**src/rtl/acq_sequencer.sv**
```systemverilog
// acq_sequencer
//   AXI4-Lite master that runs one acquisition on the data_read peripheral:
//   it writes CTRL = {MODE, 1}, polls STATUS until bit 0 is set, then reads
//   NWORDS words from DATA and hands each one to a valid/ready output stream.
//   Every AXI wait phase is bounded by TIMEOUT cycles. The STATUS poll loop
//   shares one budget across all of its polls.
//
// Ports
//   M_AXI_ACLK, M_AXI_ARESET   clock, asynchronous active-high reset
//   START, MODE, NWORDS        acquisition request (accepted only when idle)
//   BUSY, DONE, ERR_CODE       status: 00 ok, 01 slave error, 10 timeout
//   M_AXI_AW*/W*/B*/AR*/R*     AXI4-Lite master channels
//   DOUT, DOUT_VALID/READY     captured-word stream
module acq_sequencer #(
  parameter logic [31:0] BASE_ADDR = 32'h0000_0000,
  parameter int          TIMEOUT   = 1000
) (
  input  logic        M_AXI_ACLK,
  input  logic        M_AXI_ARESET,
  input  logic        START,
  input  logic [1:0]  MODE,
  input  logic [7:0]  NWORDS,
  output logic        BUSY,
  output logic        DONE,
  output logic [1:0]  ERR_CODE,
  output logic [31:0] M_AXI_AWADDR,
  output logic        M_AXI_AWVALID,
  input  logic        M_AXI_AWREADY,
  output logic [31:0] M_AXI_WDATA,
  output logic [3:0]  M_AXI_WSTRB,
  output logic        M_AXI_WVALID,
  input  logic        M_AXI_WREADY,
  input  logic        M_AXI_BVALID,
  input  logic [1:0]  M_AXI_BRESP,
  output logic        M_AXI_BREADY,
  output logic [31:0] M_AXI_ARADDR,
  output logic        M_AXI_ARVALID,
  input  logic        M_AXI_ARREADY,
  input  logic        M_AXI_RVALID,
  input  logic [1:0]  M_AXI_RRESP,
  input  logic [31:0] M_AXI_RDATA,
  output logic        M_AXI_RREADY,
  output logic [31:0] DOUT,
  output logic        DOUT_VALID,
  input  logic        DOUT_READY
);

  localparam logic [31:0] TIMEOUT_LAST = 32'(TIMEOUT - 1);

  typedef enum logic [3:0] {
    IDLE, WR_CTRL, WR_RESP, ST_ADDR, ST_DATA, RD_ADDR, RD_DATA, OUT, FINISH
  } state_t;

  state_t      state, state_next;
  logic [1:0]  mode_q;
  logic [7:0]  word_cnt;
  logic [1:0]  err_code, err_next;
  logic        aw_done, w_done;
  logic [31:0] dout_q;
  logic        dout_valid_q;
  logic [31:0] timer;
  logic        waiting, next_waiting, in_poll, next_in_poll, stay, timer_restart;

  // Next-state and AXI handshake outputs. The valids are pure functions of
  // the state, so leaving a wait state (including on timeout) drops them.
  always_comb begin
    state_next    = state;
    err_next      = err_code;
    M_AXI_AWADDR  = 32'h0;
    M_AXI_AWVALID = 1'b0;
    M_AXI_WDATA   = 32'h0;
    M_AXI_WSTRB   = 4'h0;
    M_AXI_WVALID  = 1'b0;
    M_AXI_BREADY  = 1'b0;
    M_AXI_ARADDR  = 32'h0;
    M_AXI_ARVALID = 1'b0;
    M_AXI_RREADY  = 1'b0;
    waiting       = 1'b0;
    in_poll       = 1'b0;
    case (state)
      IDLE: begin
        if (START) begin
          state_next = WR_CTRL;
          err_next   = 2'b00;
        end
      end
      WR_CTRL: begin
        waiting       = 1'b1;
        M_AXI_AWADDR  = BASE_ADDR;
        M_AXI_AWVALID = !aw_done;
        M_AXI_WDATA   = {29'b0, mode_q, 1'b1};
        M_AXI_WSTRB   = 4'hF;
        M_AXI_WVALID  = !w_done;
        if ((aw_done || M_AXI_AWREADY) && (w_done || M_AXI_WREADY))
          state_next = WR_RESP;
      end
      WR_RESP: begin
        waiting      = 1'b1;
        M_AXI_BREADY = 1'b1;
        if (M_AXI_BVALID) begin
          if (M_AXI_BRESP != 2'b00) begin
            err_next   = 2'b01;
            state_next = FINISH;
          end else begin
            state_next = ST_ADDR;
          end
        end
      end
      ST_ADDR: begin
        waiting       = 1'b1;
        in_poll       = 1'b1;
        M_AXI_ARADDR  = BASE_ADDR + 32'h4;
        M_AXI_ARVALID = 1'b1;
        if (M_AXI_ARREADY) state_next = ST_DATA;
      end
      ST_DATA: begin
        waiting      = 1'b1;
        in_poll      = 1'b1;
        M_AXI_RREADY = 1'b1;
        if (M_AXI_RVALID) begin
          if (M_AXI_RRESP != 2'b00) begin
            err_next   = 2'b01;
            state_next = FINISH;
          end else if (M_AXI_RDATA[0]) begin
            state_next = (word_cnt == 8'd0) ? FINISH : RD_ADDR;
          end else begin
            state_next = ST_ADDR;
          end
        end
      end
      RD_ADDR: begin
        waiting       = 1'b1;
        M_AXI_ARADDR  = BASE_ADDR + 32'h8;
        M_AXI_ARVALID = 1'b1;
        if (M_AXI_ARREADY) state_next = RD_DATA;
      end
      RD_DATA: begin
        waiting      = 1'b1;
        M_AXI_RREADY = 1'b1;
        if (M_AXI_RVALID) begin
          if (M_AXI_RRESP != 2'b00) begin
            err_next   = 2'b01;
            state_next = FINISH;
          end else begin
            state_next = OUT;
          end
        end
      end
      OUT: begin
        if (DOUT_READY) state_next = (word_cnt == 8'd1) ? FINISH : RD_ADDR;
      end
      FINISH: state_next = IDLE;
      default: state_next = IDLE;
    endcase

    // Moving between ST_ADDR and ST_DATA still counts as the same wait phase,
    // otherwise a slave that always answers "not ready" would poll forever.
    next_in_poll = (state_next == ST_ADDR) || (state_next == ST_DATA);
    stay         = (state_next == state) || (in_poll && next_in_poll);
    if (waiting && stay && (timer >= TIMEOUT_LAST)) begin
      state_next = FINISH;
      err_next   = 2'b10;
    end

    next_in_poll  = (state_next == ST_ADDR) || (state_next == ST_DATA);
    timer_restart = (state_next != state) && !(in_poll && next_in_poll);
    next_waiting  = (state_next != IDLE) && (state_next != OUT) && (state_next != FINISH);
  end

  // State register.
  always_ff @(posedge M_AXI_ACLK or posedge M_AXI_ARESET) begin
    if (M_AXI_ARESET) state <= IDLE;
    else              state <= state_next;
  end

  // Datapath: request latches, write-channel acceptance flags, phase timer,
  // captured word and remaining-word counter.
  always_ff @(posedge M_AXI_ACLK or posedge M_AXI_ARESET) begin
    if (M_AXI_ARESET) begin
      mode_q       <= 2'b00;
      word_cnt     <= 8'd0;
      err_code     <= 2'b00;
      aw_done      <= 1'b0;
      w_done       <= 1'b0;
      dout_q       <= 32'h0;
      dout_valid_q <= 1'b0;
      timer        <= 32'h0;
    end else begin
      err_code <= err_next;
      if (timer_restart || !next_waiting) timer <= 32'h0;
      else                                timer <= timer + 32'd1;
      if (state == IDLE && START) begin
        mode_q   <= MODE;
        word_cnt <= NWORDS;
      end
      if (state == WR_CTRL && state_next == WR_CTRL) begin
        if (M_AXI_AWVALID && M_AXI_AWREADY) aw_done <= 1'b1;
        if (M_AXI_WVALID && M_AXI_WREADY)   w_done  <= 1'b1;
      end else begin
        aw_done <= 1'b0;
        w_done  <= 1'b0;
      end
      if (state == RD_DATA && M_AXI_RVALID && M_AXI_RRESP == 2'b00) begin
        dout_q       <= M_AXI_RDATA;
        dout_valid_q <= 1'b1;
      end
      if (state == OUT && DOUT_READY) begin
        dout_valid_q <= 1'b0;
        word_cnt     <= word_cnt - 8'd1;
      end
    end
  end

  assign BUSY       = (state != IDLE);
  assign DONE       = (state == FINISH) && (err_code == 2'b00);
  assign ERR_CODE   = err_code;
  assign DOUT       = dout_q;
  assign DOUT_VALID = dout_valid_q;

endmodule

```
**config.mk**
```make
export PLATFORM = sky130hd
export DESIGN_NAME = acq_sequencer
export DESIGN_NICKNAME = d
export VERILOG_FILES = /design/src/rtl/acq_sequencer.sv
export SDC_FILE = /design/constraint.sdc
export NUM_CORES = 1
export LEC_CHECK = 0
export CAP_MARGIN = 20
export CORE_UTILIZATION = 46
export DETAILED_ROUTE_END_ITERATION = 7
export GPL_TIMING_DRIVEN = 0
export HOLD_SLACK_MARGIN = 0.08
export PLACE_DENSITY = 0.91
export SETUP_SLACK_MARGIN = 0.15
export SLEW_MARGIN = 5
export SYNTH_ARGS = -nofsm -noshare
export SYNTH_HDL_FRONTEND = slang
export SYNTH_SLANG_ARGS = --single-unit
```
**constraint.sdc**
```tcl
create_clock -name M_AXI_ACLK -period 7 [get_ports M_AXI_ACLK]
set_clock_uncertainty 0.15 [all_clocks]
set_input_delay 0.7 -clock M_AXI_ACLK [delete_from_list [all_inputs] [get_ports M_AXI_ACLK]]
set_output_delay 0.7 -clock M_AXI_ACLK [all_outputs]
set_load 0.02 [all_outputs]
```
Word-level counts from Yosys, hierarchy flattened
Cells that the tools add are included.
- register bits after elaboration: 83
- latch bits: 0
- bits in writable memories: 0
- memory bits (read-only): 0
- input bits: 55
- output and inout bits: 142
- word-level logic and storage cells: 121
- memories: 0
- add/sub/neg operators: 2
- multipliers: 0
- div/mod/pow operators: 0
- $lt $le $gt $ge: 1
- eq/ne operators: 25
- shifts and indexed selects: 0
- muxes and demuxes: 42
- bitwise operators: 0
- reduce and logical (&&, ||, !) cells: 42
- operators by type and width (operator ; count):
    2-to-1 mux 4 bit ; 16
    adder 32 x 1 -> 32 bit (second input constant) ; 1
    >= comparator 32 x 10 -> 1 bit (second input constant) ; 1
    2-to-1 mux 32 bit ; 1
    one-hot mux 4 bit (8 select lines) ; 1
    == test 4 x 3 -> 1 bit (second input constant) ; 6
    == test 4 x 2 -> 1 bit (second input constant) ; 4
    logical AND 1 bit ; 16
    2-to-1 mux 8 bit ; 2
    2-to-1 mux 1 bit ; 13
    2-to-1 mux 2 bit ; 6
    nonzero test 4 bit ; 3
    inequality test 3 bit (second input constant) ; 3
    == test 4 x 1 -> 1 bit (second input constant) ; 2
    == test 8 x 1 -> 1 bit (second input constant) ; 1
    zero test 8 bit ; 1
    one-hot mux 4 bit (2 select lines) ; 1
    nonzero test 2 bit ; 4
    subtractor 8 x 1 -> 8 bit (second input constant) ; 1
    logical OR 1 bit ; 6
    inequality test 3 x 1 -> 1 bit (second input constant) ; 2
    one-hot mux 2 bit (3 select lines) ; 1
    AND reduction 6 bit ; 1
    OR reduction 2 bit ; 3
    other kinds (11) ; 16

Depth between registers and ports, before layout
- depth after elaboration: 20
- mapped depth: 10
- gate-level depth less buffers: 9

Worst setup path after synthesis
Ideal clock, no wire load.
- path kind: input to register
- start point: input M_AXI_RVALID
- end point: register state[3]
- library setup time: 0.139 ns
- arrival: 2.354 ns
- data required time: 6.711 ns
- path slack: 4.357 ns
- stages: 8
- buffers on the path: 1
- cell sequence: nor3b_1 and3_1 clkbuf_1 a21o_1 or3_1 nand4_1 a31oi_2 or4_1
- word-level cells in the longest chain between the ends: 9
- elaborated cells on any way between the ends: 12
- classes of those cells: eq/ne (3); mux (4); reduce/logical (5)
- ends and longest elaborated chain (item ; RTL line ; text):
    start, declared ; 39 ; input logic M_AXI_RVALID,
    2-to-1 mux 4 bit, on equally long branches ; 140, 120 ;
    one-hot mux 4 bit (8 select lines) * ; 80 ; case (state)
    == test 4 x 2 -> 1 bit or == test 4 x 3 -> 1 bit (tied branches) ; 158 ; next_in_poll = (state_next == ST_ADDR) || (state_next == ST_DATA);
    logical OR 1 bit ; 158 ;
    logical AND 1 bit ; 159 ; stay = (state_next == state) || (in_poll && next_in_poll);
    logical OR 1 bit ; 159 ;
    logical AND 1 bit (2 in a row) ; 160 ; if (waiting && stay && (timer >= TIMEOUT_LAST)) begin
    2-to-1 mux 4 bit * ; 160 ;
    via state_next[3] ; 54 ; state_t state, state_next;
    end signal, assigned ; 173 ; else state <= state_next;
    end, declared ; 54 ;
Mark *: on every way through the listed nets, which the timed path passes. The rest lies on a longest branch.
A chain may end at the register's enable or synchronous reset.

Final worst setup path
- start point: input M_AXI_RVALID
- end point: register timer[2]
- word-level cells in the longest chain between the ends: 16
- elaborated cells on any way between the ends: 27
- classes of those cells: eq/ne (8); mux (5); reduce/logical (14)
- ends and longest elaborated chain (item ; RTL line ; text):
    2-to-1 mux 4 bit, on equally long branches ; 140, 120 ;
    one-hot mux 4 bit (8 select lines) * ; 80 ;
    == test 4 x 2 -> 1 bit or == test 4 x 3 -> 1 bit (tied branches) ; 158 ;
    logical OR 1 bit ; 158 ;
    logical AND 1 bit ; 159 ;
    logical OR 1 bit ; 159 ;
    logical AND 1 bit (2 in a row) ; 160 ;
    2-to-1 mux 4 bit * ; 160 ;
    == test 4 x 2 -> 1 bit or == test 4 x 3 -> 1 bit (tied branches) ; 165 ; next_in_poll = (state_next == ST_ADDR) || (state_next == ST_DATA);
    logical OR 1 bit ; 165 ;
    logical AND 1 bit ; 166 ; timer_restart = (state_next != state) && !(in_poll && next_in_poll);
    zero test 1 bit ; 166 ;
    logical AND 1 bit ; 166 ;
    logical OR 1 bit * ; 190 ; if (timer_restart || !next_waiting) timer <= 32'h0;
    2-to-1 mux 32 bit * ; 190 ;
    end signal, assigned ; 191 ; else timer <= timer + 32'd1;
    end, declared ; 61 ; logic [31:0] timer;
Mark *: on every way between the ends. The rest lies on a longest branch, timed or not.

==> results_dict.tcl <==
set metrics [dict create \
    core_sq_um 9330 \
    fin_crit_ps 3330 \
    syn_inst 492 \
    tns_ps 0 \
    status "completed" \
    synth_compound_area_frac 0.0741 \
    mostFrequentLayoutCells "nand2_1, conb_1, clkdlybuf4s50_1, buf_4, dfrtp_1" \
    cts_resized 0 \
    hold_path.startpoint "DOUT[9]" \
    final_common_cell "nand2_1" \
    ys_ff_latch 83 \
    io-pin-count 197 \
    cap_violations 0 \
    cts_setup_buffers 0 \
    start_kind "primary input" \
    fin_nets 780 \
    cts.htree.levels 3 \
    pre_cts_ws_ps 3360 \
    fillers 738 \
    drive_gt1_frac 0.175 \
    antenna_found_initial 0 \
    drtIter0Drc 186 \
    setup_ws_ps 3670 \
    synth_warnings 0 \
    drt-vias-per-instance 4.61 \
    synthArstFlopShare 1.00 \
    cts_tree "done" \
    fin_cells 855 \
    finalPower_mw 1.87 \
    startpoint "M_AXI_RVALID" \
    grt_pass1_vias 3653 \
    seq_area_sq_um 2080 \
    synth_top_family_by_area "simple AND/OR/NAND/NOR gates" \
    clk_path_buf_depth 2 \
    multi_input_area_sq_um 1980 \
    die_y_um 100 \
    synthSimpleGateAreaFrac 0.243 \
    placement_rows 35 \
    cp_data_arrival_time_ps 3380 \
    critPathKind "primary input to flop" \
    power.density_nw_per_um2 298 \
    gp_congestion 0.864 \
    drt_first_pass_iters 4 \
    min_path_type "flop to flop" \
    netlist_area_sq_um 4460 \
    clk_latency_ps 350 \
    overflow 0 \
    ctsRootBufferMaster "clkbuf_8" \
    route.detailed.drc 0 \
    numPortBuffers 105 \
    max-vdd-ir-drop_uv 175 \
    max_freq_mhz 300 \
    placedInstanceArea_sq_um 6110 \
    wire_per_inst_um 12.5 \
    grt_pass1_wl_mm 17.2 \
    ys_seq_area_frac 0.466 \
    worst_pin_slew_ps 751 \
    rsz0062_at_grt "false" \
    synth_mux_area_frac 0.00253 \
    grt.total_usage 0.216 \
    postLayoutCellArea_sq_um 6300 \
    vias 3945 \
    critical_path.endpoint_type "flop" \
    antenna_cells 0 \
    numCtsBuffers 9 \
    synth_fa_ha_area_frac 0.0112 \
    hold_viol_final 0 \
    cp.required_ps 7040 \
    fin_util 0.675 \
    chipWidth_um 100 \
    synth_edf_count 0 \
    setup_viol 0 \
    ant_nets 0 \
    area_delta_synth_final_pct 41.3 \
    synth_xor_area_frac 0.0177 \
    cts.sinks 83 \
    hold_buffers 0 \
    r2r-start "state[2]" \
    dieArea_sq_um 10100 \
    min_period_over_period 0.476 \
    slew_headroom 0.498 \
    dp.final_hpwl_mm 8.38 \
    worstPathMaxFanout 10 \
    clk_pin_slew_ps 80 \
    leakagePower_nw 3.16 \
    synth.distinct_cells 54 \
    wirelength_mm 10.7 \
    syn_area_per_cell_sq_um 9.06 \
    start_util 0.478 \
    grt_max_degree 49 \
    finalMaxSlewViolations 0 \
    placed_cells 839 \
    synthFlopType "dfrtp_1" \
    hold_ws_ps 330 \
]
==> kinds of logic after synthesis <==
kind of cell	Yosys count
fa+ha+maj	4
xor+xnor	9
flops	83
compound gates	48
simple gates	224
mux	1
other cells	1
buf+inv	122
==> worst paths after layout <==
check	end	slack (ps)	cells past startpoint
worst min register to register	DOUT[9]	330	2
min in group asynchronous	DOUT[5]	570	2
worst max-delay path	timer[2]	3670	9
worst max register to register	timer[2]	4040	9
max in group asynchronous	timer[9]	5540	3
worst min-delay path	DOUT[9]	330	2
==> where the power goes <==
group | internal [mW] | switching [mW] | total (mW)
Sequential | 0.561 | 0.0663 | 0.627
Combinational | 0.380 | 0.545 | 0.925
Clock | 0.142 | 0.181 | 0.323
==> sequential cells by signal (all words and copies together), names as in the netlist <==
name and cells:
DOUT 32, aw_done 1, timer 32, mode_q 2, w_done 1, word_cnt 8
DOUT_VALID 1, ERR_CODE 2, state 4
==> critical path: stages <==
cell,delay [ps]
clkdlybuf4s50_1,600
nor3b_1,410
and3_1,210
clkbuf_1,260
a21o_1,170
nor3_2,90
o21bai_1,170
a21boi_1,620
nor4_1,140
==> cell usage after synthesis, types with 2 or more instances <==
cell / count / share of area
a31oi_1: 2 / 0.0028
inv_1: 10 / 0.0084
nand3b_1: 2 / 0.0034
or4_1: 3 / 0.0051
o31ai_1: 2 / 0.0034
o22ai_1: 3 / 0.0042
dfrtp_1: 83 / 0.47
nor3b_1: 4 / 0.0067
or3_1: 3 / 0.0042
buf_2: 5 / 0.0056
xor2_1: 4 / 0.0079
o21ai_0: 11 / 0.012
nand2_1: 115 / 0.097
xnor2_1: 5 / 0.0098
nand2b_1: 2 / 0.0028
nand4_1: 6 / 0.0084
a21o_1: 4 / 0.0067
ha_1: 4 / 0.011
and2_1: 6 / 0.0084
and3_1: 5 / 0.0070
a211oi_1: 6 / 0.010
a21oi_1: 7 / 0.0079
nor2_1: 27 / 0.023
nor4_1: 17 / 0.024
buf_4: 95 / 0.16
nor2b_1: 2 / 0.0028
clkbuf_1: 12 / 0.010
nor3_1: 7 / 0.0079
nand3_1: 13 / 0.015
or3b_1: 2 / 0.0039
a311oi_1: 2 / 0.0039
==> per-layer routing <==
layer / vias to the layer above / wire length (um) / track usage
li1: 1900 / - / -
met4: 0 / 123 / 0.0591
met2: 202 / 5140 / 0.368
met1: 1833 / 4330 / 0.268
met5: - / 0 / 0
met3: 10 / 1080 / 0.0634
==> final cells by class <==
class                   count  share of cell area
clock inverters             6             0.00775
clock buffers              10              0.0219
multi-input cells         399               0.314
well taps                 129              0.0256
plain buffers             112               0.124
inverters                  10             0.00636
repair buffers            106               0.170
flip-flops and latches     83               0.330
Power figures use the tool's default switching activity.
